===== src/rtl/bin2bcd_seq.sv =====
// Sequential double-dabble binary-to-BCD converter.
// One shift per clock under a start/busy/done handshake. A conversion takes
// WIDTH cycles after acceptance, and the result is held until the next
// completion. Values >= 10**DIGITS return the value mod 10**DIGITS and raise
// overflow.
module bin2bcd_seq #(
    parameter int WIDTH  = 10,
    parameter int DIGITS = 4
) (
    input  logic                  clk,
    input  logic                  rst,
    input  logic                  start,
    input  logic [WIDTH-1:0]      bin_in,
    output logic                  busy,
    output logic                  done,
    output logic [4*DIGITS-1:0]   bcd_out,
    output logic                  overflow
);

    localparam int BW = 4 * DIGITS;
    localparam int CW = $clog2(WIDTH + 1);

    typedef enum logic {
        IDLE,
        SHIFT
    } state_t;

    state_t            state;
    logic [WIDTH-1:0]  bin_sr;
    logic [BW-1:0]     scratch;
    logic [CW-1:0]     cnt;
    logic              sticky;

    logic [BW-1:0]     adj;
    logic [BW-1:0]     scratch_next;
    logic [WIDTH-1:0]  bin_next;
    logic              carry_out;
    logic              sticky_next;

    // Add-3 correction: each digit >= 5 gets +3, kept within its own nibble.
    always_comb begin
        adj = scratch;
        for (int d = 0; d < DIGITS; d++) begin
            if (scratch[4*d +: 4] >= 4'd5)
                adj[4*d +: 4] = scratch[4*d +: 4] + 4'd3;
        end
    end

    // The scratch MSB falls off the top; if it is ever 1, a significant
    // digit beyond DIGITS was lost.
    assign carry_out                 = adj[BW-1];
    assign {scratch_next, bin_next}  = {adj[BW-2:0], bin_sr, 1'b0};
    assign sticky_next               = sticky | carry_out;

    // Control FSM and datapath registers; all outputs are registered.
    always_ff @(posedge clk or posedge rst) begin
        if (rst) begin
            state    <= IDLE;
            bin_sr   <= '0;
            scratch  <= '0;
            cnt      <= '0;
            sticky   <= 1'b0;
            busy     <= 1'b0;
            done     <= 1'b0;
            bcd_out  <= '0;
            overflow <= 1'b0;
        end else begin
            done <= 1'b0;
            case (state)
                IDLE: begin
                    if (start) begin
                        bin_sr  <= bin_in;
                        scratch <= '0;
                        cnt     <= CW'(WIDTH);
                        sticky  <= 1'b0;
                        busy    <= 1'b1;
                        state   <= SHIFT;
                    end
                end
                SHIFT: begin
                    scratch <= scratch_next;
                    bin_sr  <= bin_next;
                    sticky  <= sticky_next;
                    cnt     <= cnt - 1'b1;
                    if (cnt == CW'(1)) begin
                        // Last shift: publish result; the done cycle is already IDLE
                        // so a back-to-back start is accepted there.
                        bcd_out  <= scratch_next;
                        overflow <= sticky_next;
                        done     <= 1'b1;
                        busy     <= 1'b0;
                        state    <= IDLE;
                    end
                end
                default: state <= IDLE;
            endcase
        end
    end

endmodule


===== config.mk =====
export PLATFORM = sky130hd
export DESIGN_NAME = bin2bcd_seq
export DESIGN_NICKNAME = d
export VERILOG_FILES = /design/src/rtl/bin2bcd_seq.sv
export SDC_FILE = /design/constraint.sdc
export NUM_CORES = 1
export LEC_CHECK = 0
export BUFFER_PORTS_ARGS = -buffer_cell sky130_fd_sc_hd__buf_4
export CAP_MARGIN = 20
export CORE_UTILIZATION = 46
export CTS_CLUSTER_DIAMETER = 40
export CTS_CLUSTER_SIZE = 30
export DETAILED_ROUTE_END_ITERATION = 8
export PLACE_DENSITY = 0.66
export RECOVER_POWER = 50
export SLEW_MARGIN = 20
export SYNTH_ARGS = -nofsm -noshare
export SYNTH_HDL_FRONTEND = slang
export SYNTH_SLANG_ARGS = --single-unit

===== constraint.sdc =====
create_clock -name clk -period 3.3 [get_ports clk]
set_input_delay 0.165 -clock clk [delete_from_list [all_inputs] [get_ports clk]]
set_output_delay 0.165 -clock clk [all_outputs]
set_load 0.005 [all_outputs]

# ---- Yosys cells after proc, flatten, opt, wreduce, memory -nomap -nowiden
# Cells that the tools add are included.
dict set report totals {
  register_bits 51
  latch_bits 0
  ramBits 0
  rom_bits 0
  in_bits 13
  mem_count 0
}
dict set report classes {
  add_sub_neg 5
  multipliers 0
  div 0
  order_cmp 4
  n_eq_ne 3
  shifts 0
  muxes 20
  bitwise 2
  reduce_logical 2
}
# operator n
set op_table {}
lappend op_table {{$pmux W16 S2} 1}
lappend op_table {{$mux W4} 5}
lappend op_table {{$pmux W10 S2} 1}
lappend op_table {{$add A4 B2 Y4 const B} 4}
lappend op_table {{$ge A4 B3 Y1 const B} 4}
lappend op_table {{$mux W16} 1}
lappend op_table {{$mux W10} 1}
lappend op_table {{$pmux W4 S2} 1}
lappend op_table {{$mux W1} 7}
lappend op_table {{$pmux W1 S2} 3}
lappend op_table {{$eq A4 B1 Y1 const B} 1}
lappend op_table {{$reduce_and A2 Y1} 2}
lappend op_table {{$sub A4 B1 Y4 const B} 1}
lappend op_table {{$ne A2 B1 Y1 const B} 1}
lappend op_table {{$ne A2 B2 Y1 const B} 1}
lappend op_table {{$not A1 Y1} 1}
lappend op_table {{$or A1 B1 Y1} 1}

# ---- Longest topological paths before layout
# Gate-level depths: netlist of the first run.
dict set report depth {
  depth_word 4
  depth_mapped 7
  mapped_depth_nobuf 6
}

# ---- Worst setup path before layout of the first run
# OpenSTA, ideal clock, no wires.
dict set report synth_timing {
  path_kind {reg-to-reg}
  from {reg scratch[8]}
  to {reg bcd_out[10]}
  setup_time_ps 83
  t_arrival_ps 1440
  t_required_ps 3217
  path_slack_ps 1777
  path_stages_with_launch 7
  cell_sequence {dfrtp_1 -> inv_1 -> ha_1 -> nand2b_1 -> a21oi_1 -> mux2_2 -> o21ai_0}
}
dict set report synth_via {
  elab_chain_len 2
}
# item line_no
set synth_rtl {}
lappend synth_rtl {{start, declared} 30} ;# logic [BW-1:0] scratch;
lappend synth_rtl {{start signal, assigned} 81} ;# scratch <= scratch_next;
lappend synth_rtl {{$add A4 B2 Y4 or $ge A4 B3 Y1 (tied branches)} {45, 44}}
lappend synth_rtl {{$mux W4 *} 44} ;# if (scratch[4*d +: 4] >= 4'd5)
lappend synth_rtl {{end signal, assigned} 88} ;# bcd_out <= scratch_next;
lappend synth_rtl {{end, declared} 16} ;# output logic [4*DIGITS-1:0] bcd_out,
# Every way passes the cells marked *; elsewhere a longest branch is shown, timed or not.
# A chain may end at the register's enable or synchronous reset.

# ---- Final worst setup path of the first run
dict set report layout_timing {
  from {reg state}
  to {reg bcd_out[6]}
}
dict set report layout_via {
  elab_chain_len 1
}
# item line_no
set layout_rtl {}
lappend layout_rtl {{start, declared} 28} ;# state_t state;
lappend layout_rtl {{start signal, assigned} 58} ;# state <= IDLE;
lappend layout_rtl {{start signal, assigned} 77} ;# state <= SHIFT;
lappend layout_rtl {{start signal, assigned} 92} ;# state <= IDLE;
lappend layout_rtl {{$reduce_and A2 Y1 (no source line)} -}
# No other way between the ends.

==> run_results.csv, run 1 <==
group,metric,value,unit
global_route,grtUsageMet2,30.0,%
floorplanning,row_count,26,
finish,layout_common_cells,"dfrtp_1 (51), nand2_1 (34), o21ai_0 (28)",
global_route,busiest_layer,"met2",
sta,report.final.slew_viol_count,52,
worst_setup_path,critPathKind,"flip-flop to flip-flop",
pwr,power_switching_share,37.6,%
finish,syn2layout_area_growth,15.1,%
route,drt_iter0_drc,56,
finish,fillers,477,
finish,final_cell_count_no_fill,338,
clock_network,cts_sinks,51,
sta,fin_skew,9.39,ps
global_route,grtUsageMet3,4.95,%
pwr,power.switching,1000,µW
worst_setup_path,end_kind,"flip-flop",
synthesis,yosysWarnings,0,
clock_network,cts_buffer_depth,2,
floorplanning,start_util,47.6,%
clock_network,cts_buffers,5,
clock_network,ctsResizeCount,0,
pwr,power_frac_clock,14.0,%
global_route,grt_remaining_overflow,0,
synthesis,synth-edff-count,0,
synthesis,synth_cells,239,
sta,setup-tns-final,0,ps
pwr,comb_power_share,43.4,%
synthesis,synth-seq-cells,51,
sta,hold_viol_final,0,
synthesis,synth_area,2430,µm²
synthesis,synth_top_area_share,52.6,%
pwr,power.internal,1660,µW
route,wl_per_cell,12.8,µm
global_route,grt_pass1_vias,1651,
sta,max_slew.worst_pin.slew,2210,ps
finish,layout_commonest_cell,"dfrtp_1",
floorplanning,core,5110,µm²
sta,min_period,2200,ps
route,postRouteAntennaNets,0,
route,drc_errors,0,
pwr,ir_drop,0.000428,V
clock_network,clk_latency,300,ps
placement,place.gp.congestion,0.745,
outcome,violations,"capacitance limit, slew limit",
clock_network,cts.htree.levels,2,
sta,max_freq,454,MHz
route,num_vias,1754,
synthesis,synth_top_area_cell,"dfrtp_1",
pwr,power.density,953,nW/µm²
global_route,met1_usage,22.1,%
finish,final_layout_size_suffix_gt1_share,20.1,%
finish,num-nets-final,290,
sta,slew_headroom,-47.9,%
synthesis,synth_nets,262,
min_path,hold_class,"input pin to flip-flop",
placement,placed_cells,330,
pwr,p_seq_share,42.6,%
route,vias_per_cell,5.19,
worst_setup_path,cp_max_fo,24,
synthesis,synth_area_leaders,"dfrtp_1 (53%), o21ai_0 (5.8%), mux2i_1 (5.4%)",
clock_network,root_buffer,"clkbuf_8",
worst_setup_path,crit_arrival,2400,ps
synthesis,synth_area_per_cell,10.2,µm²
finish,n_antenna_cell,0,
placement,numPortBuffers,31,
floorplanning,die_w,74.7,µm
worst_setup_path,startpoint_type,"flip-flop",
floorplanning,die-area,5570,µm²
sta,fin_crit_sh,66.7,%
synthesis,ys_seq_area_share,52.6,%
route,dr.pass1.iters,4,
global_route,antenna_found_initial,0,
clock_network,cts.clk_slew.worst_paths,90,ps
clock_network,cts_tree,"done",
floorplanning,ios,32,
worst_setup_path,crit_required,3500,ps
synthesis,synth-main-ff-cell,"dfrtp_1",
sta,rsz0062_at_grt,"false",
pwr,leakage,0.00132,µW
clock_network,cts_hold_buf,0,
outcome,status,"finished, violations left",
synthesis,async_reset_ff_share,100,%
clock_network,post_cts_buffers,0,
global_route,grt_pass1_wl,7.39,mm
sta,whs,125,ps
global_route,track_usage,17.8,%
global_route,grt_max_degree,52,
floorplanning,die_y,74.7,µm
route,wirelength,4.34,mm
flow_run,cap_violations,1,
synthesis,synth_cell_types,32,
placement,dp_hpwl,2.98,mm
sta,report.final.setup_viol,0,
## Yosys cell counts, types with 2 or more instances
| cell | count |
|---|---|
| a21oi_1 | 13 |
| ha_1 | 10 |
| buf_2 | 7 |
| mux2_4 | 3 |
| nand3_1 | 2 |
| nor3b_1 | 6 |
| mux2_2 | 4 |
| inv_1 | 14 |
| xnor2_1 | 4 |
| o22ai_1 | 6 |
| nand2_1 | 34 |
| clkbuf_1 | 3 |
| a22o_1 | 2 |
| dfrtp_1 | 51 |
| a21o_1 | 3 |
| nor2_1 | 12 |
| nor3_1 | 6 |
| nand2b_1 | 3 |
| o21ai_0 | 28 |
| a31oi_1 | 2 |
| a21oi_2 | 3 |
| mux2i_1 | 13 |
## cell type report
class / instances / area (µm²) / area share (%)
repair buffers: 32 / 240 / 8.59
inverters: 16 / 61.3 / 2.19
multi-input cells: 161 / 1030 / 37.0
flip-flops and latches: 51 / 1280 / 45.7
clock inverters: 1 / 8.76 / 0.313
well taps: 70 / 87.6 / 3.13
clock buffers: 7 / 86.3 / 3.09
## power groups by stage
stage / combinational [µW] / sequential [µW] / clock (µW)
finish: 1160 / 1140 / 372
global route: 1330 / 1180 / 412
CTS: 1180 / 1140 / 393
detailed placement: 1180 / 1150 / 0
global placement: 1140 / 1150 / 0
floorplan: 874 / 1080 / 0
## routing by layer
layer / share of wire (%) / up-vias
met5: 0 / -
met3: 3.9 / 8
li1: - / 871
met4: 1.6 / 0
met2: 48 / 36
met1: 47 / 839
## worst max-delay path: stages, from the launching register on
cell,delay (ps)
dfrtp_1,860
nand3_2,440
inv_2,400
mux2_2,380
## sequential cells by signal, summed over array words and instances, names as in the netlist, 4 cells and up
register	count
bin_sr	10
scratch	16
cnt	4
bcd_out	16
## per-stage QoR
stage	util (%)	power [µW]	setup WS [ps]	area (µm²)
3_5_place_dp	52.8	2330	1100	2700
3_3_place_gp	52.8	2290	1150	2700
4_1_cts	54.7	2710	1080	2790
6_report	54.7	2660	1100	2800
2_1_floorplan	-	1960	1780	2430
5_1_grt	54.7	2920	908	2800
## final timing paths
kind / cells after the start / startpoint / slack (ps) / end
worst min register to register: 2 / bcd_out[8] / 480 / bcd_out[8]
worst max-delay path: 3 / state / 1100 / bcd_out[6]
worst max register to register: 3 / state / 1100 / bcd_out[6]
min in group asynchronous: 2 / rst / 450 / bin_sr[6]
max in group asynchronous: 2 / rst / 1850 / scratch[2]
worst min-delay path: 3 / bin_in[0] / 120 / bin_sr[0]
## logic make-up after synthesis
| logic type | count (synthesis) | synth area share [%] |
|---|---|---|
| multiplexers | 20 | 9.07 |
| AO/OA/AOI/OAI | 60 | 14.3 |
| AND/OR/NAND/NOR | 67 | 12.7 |
| buffers and inverters | 27 | 4.84 |
| adder cells (fa/ha/maj) | 10 | 5.15 |
| XOR/XNOR | 4 | 1.44 |
| flip-flops | 51 | 52.6 |
Note: power is estimated with default switching activity, not from simulation.
==> run 2: changes to the inputs <==
--- a/config.mk
+++ b/config.mk
@@ -11,7 +11,7 @@
 export CTS_CLUSTER_DIAMETER = 40
 export CTS_CLUSTER_SIZE = 30
 export DETAILED_ROUTE_END_ITERATION = 8
-export PLACE_DENSITY = 0.66
+export PLACE_DENSITY = 0.68
 export RECOVER_POWER = 50
 export SLEW_MARGIN = 20
 export SYNTH_ARGS = -nofsm -noshare
==> constraint.sdc (replaced) <==
create_clock -name clk -period 1.9 [get_ports clk]
set_input_delay 0.095 -clock clk [delete_from_list [all_inputs] [get_ports clk]]
set_output_delay 0.095 -clock clk [all_outputs]
set_load 0.005 [all_outputs]
==> run_results.csv, run 2 (same netlist as run 1, synthesis figures left out) <==
group,metric,value,unit
outcome,status,"finished clean",
global_route,grt_max_degree,30,
worst_setup_path,cp_max_fo,5,
floorplanning,ios,32,
worst_setup_path,crit_arrival,1910,ps
placement,place.gp.congestion,0.773,
placement,numPortBuffers,31,
clock_network,root_buffer,"clkbuf_8",
route,drt_iter0_drc,29,
sta,max_slew.worst_pin.slew,863,ps
clock_network,cts_buffer_depth,2,
finish,num-nets-final,296,
sta,report.final.setup_viol,0,
min_path,hold_class,"input pin to flip-flop",
finish,top_regs,"bcd_out (16), scratch (16), bin_sr (10)",
global_route,busiest_layer,"met2",
worst_setup_path,path_buf_inv,1,
floorplanning,die-area,5570,µm²
floorplanning,die_y,74.7,µm
global_route,grt_pass1_vias,1689,
sta,setup-tns-final,0,ps
route,drc_errors,0,
finish,fillers,463,
sta,fin_crit_sh,88.5,%
worst_setup_path,crit_required,2130,ps
worst_setup_path,ff2ff_setup_slack,220,ps
placement,post_dp_cell_area,2750,µm²
route,num_vias,1742,
route,dr.pass1.iters,4,
placement,dp_hpwl,3.05,mm
route,vias_per_cell,5.08,
global_route,grt_pass1_wl,7.47,mm
flow_run,cap_violations,0,
global_route,grtUsageMet2,30.3,%
global_route,grt_remaining_overflow,0,
clock_network,cts_tree,"done",
route,wl_per_cell,12.6,µm
pwr,power.density,1650,nW/µm²
floorplanning,start_util,47.6,%
clock_network,clk_latency,300,ps
finish,layout_common_cells,"dfrtp_1 (51), nand2_1 (34), o21ai_0 (28)",
finish,final_util,55.7,%
sta,max_freq,595,MHz
worst_setup_path,end_kind,"flip-flop",
clock_network,cts_buffers,5,
clock_network,cts.htree.levels,2,
worst_setup_path,crit_path_cell_trace,"inv_1 -> ha_1 -> nand2b_1 -> a21oi_1 -> mux2_2 -> o21ai_0",
sta,slew_headroom,42.4,%
floorplanning,row_count,26,
pwr,ir_drop,0.000655,V
worst_setup_path,max_stage_delay,420,ps
pwr,leakage,0.00135,µW
floorplanning,die_w,74.7,µm
sta,fin_skew,15.1,ps
sta,rsz0062_at_grt,"false",
route,postRouteAntennaNets,0,
finish,design_area,2850,µm²
sta,hold_viol_final,0,
finish,n_antenna_cell,0,
sta,timing.final.ws_setup,219,ps
sta,report.final.slew_viol_count,0,
global_route,grtUsageMet3,3.61,%
global_route,antenna_found_initial,0,
clock_network,cts_sinks,51,
clock_network,cts.clk_slew.worst_paths,100,ps
worst_setup_path,crit_slowest_cell,"dfrtp_1",
finish,final_layout_size_suffix_gt1_share,20.5,%
route,wirelength,4.32,mm
worst_setup_path,crit_family,"flip-flops",
placement,pre_cts_slack,234,ps
finish,layout_commonest_cell,"dfrtp_1",
global_route,met1_usage,22.9,%
floorplanning,core,5110,µm²
finish,syn2layout_area_growth,17.2,%
worst_setup_path,critPathKind,"flip-flop to flip-flop",
clock_network,ctsResizeCount,0,
global_route,track_usage,17.8,%
sta,min_period,1680,ps
worst_setup_path,startpoint_type,"flip-flop",
[run 2: power breakdown]
| part | internal (µW) | leakage [µW] | switching, µW |
|---|---|---|---|
| Combinational | 1050 | 0.000667 | 1010 |
| Sequential | 1570 | 0.000637 | 353 |
| Clock | 387 | 0.0000513 | 343 |
[run 2: per-layer routing]
metal  vias up  part of all wire, %  wire length [µm]
li1        881                    -                 -
met1       827                   49              2130
met2        29                   47              2010
met3         5                  3.0               129
met4         0                  1.1                47
met5         -                    0                 0
[run 2: worst paths after layout]
kind,start,end,cells past startpoint
worst max register to register,scratch[8],scratch[10],6
min in group asynchronous,rst,bcd_out[9],3
worst min-delay path,bin_in[0],bin_sr[0],3
worst max-delay path,scratch[8],scratch[10],6
worst min register to register,bcd_out[0],bcd_out[0],2
max in group asynchronous,rst,scratch[1],4
[run 2: layout make-up]
class / count / area [µm²] / share of cell area [%]
timing repair buffer: 38 / 284 / 9.98
tap: 70 / 87.6 / 3.08
clock inverter: 1 / 30.0 / 1.06
clock buffer: 6 / 72.6 / 2.55
multi-input combinational: 161 / 1030 / 36.4
inverter: 16 / 60.1 / 2.11
sequential: 51 / 1280 / 44.9
[run 2: worst min-delay path, cell delays in order]
cell and delay (ps):
buf_4 70, mux2i_1 50, nor2_1 70
[run 2: repair_timing]
action / in CTS / in global routing
endpoints found under the setup margin: 0 / 0
hold buffers: 1 / 0
setup buffers: 0 / 0
hold endpoints to repair: 22 / 0
[run 2: through the flow]
step                      total power [µW]  hold slack [ps]  cells
after floorplan                       3400              251    239
after global placement                3990              166    335
after detailed placement              4060              168    335
after CTS                             4810             33.7    343
after global routing                  5150             72.6    343
final                                 4710             44.1    343
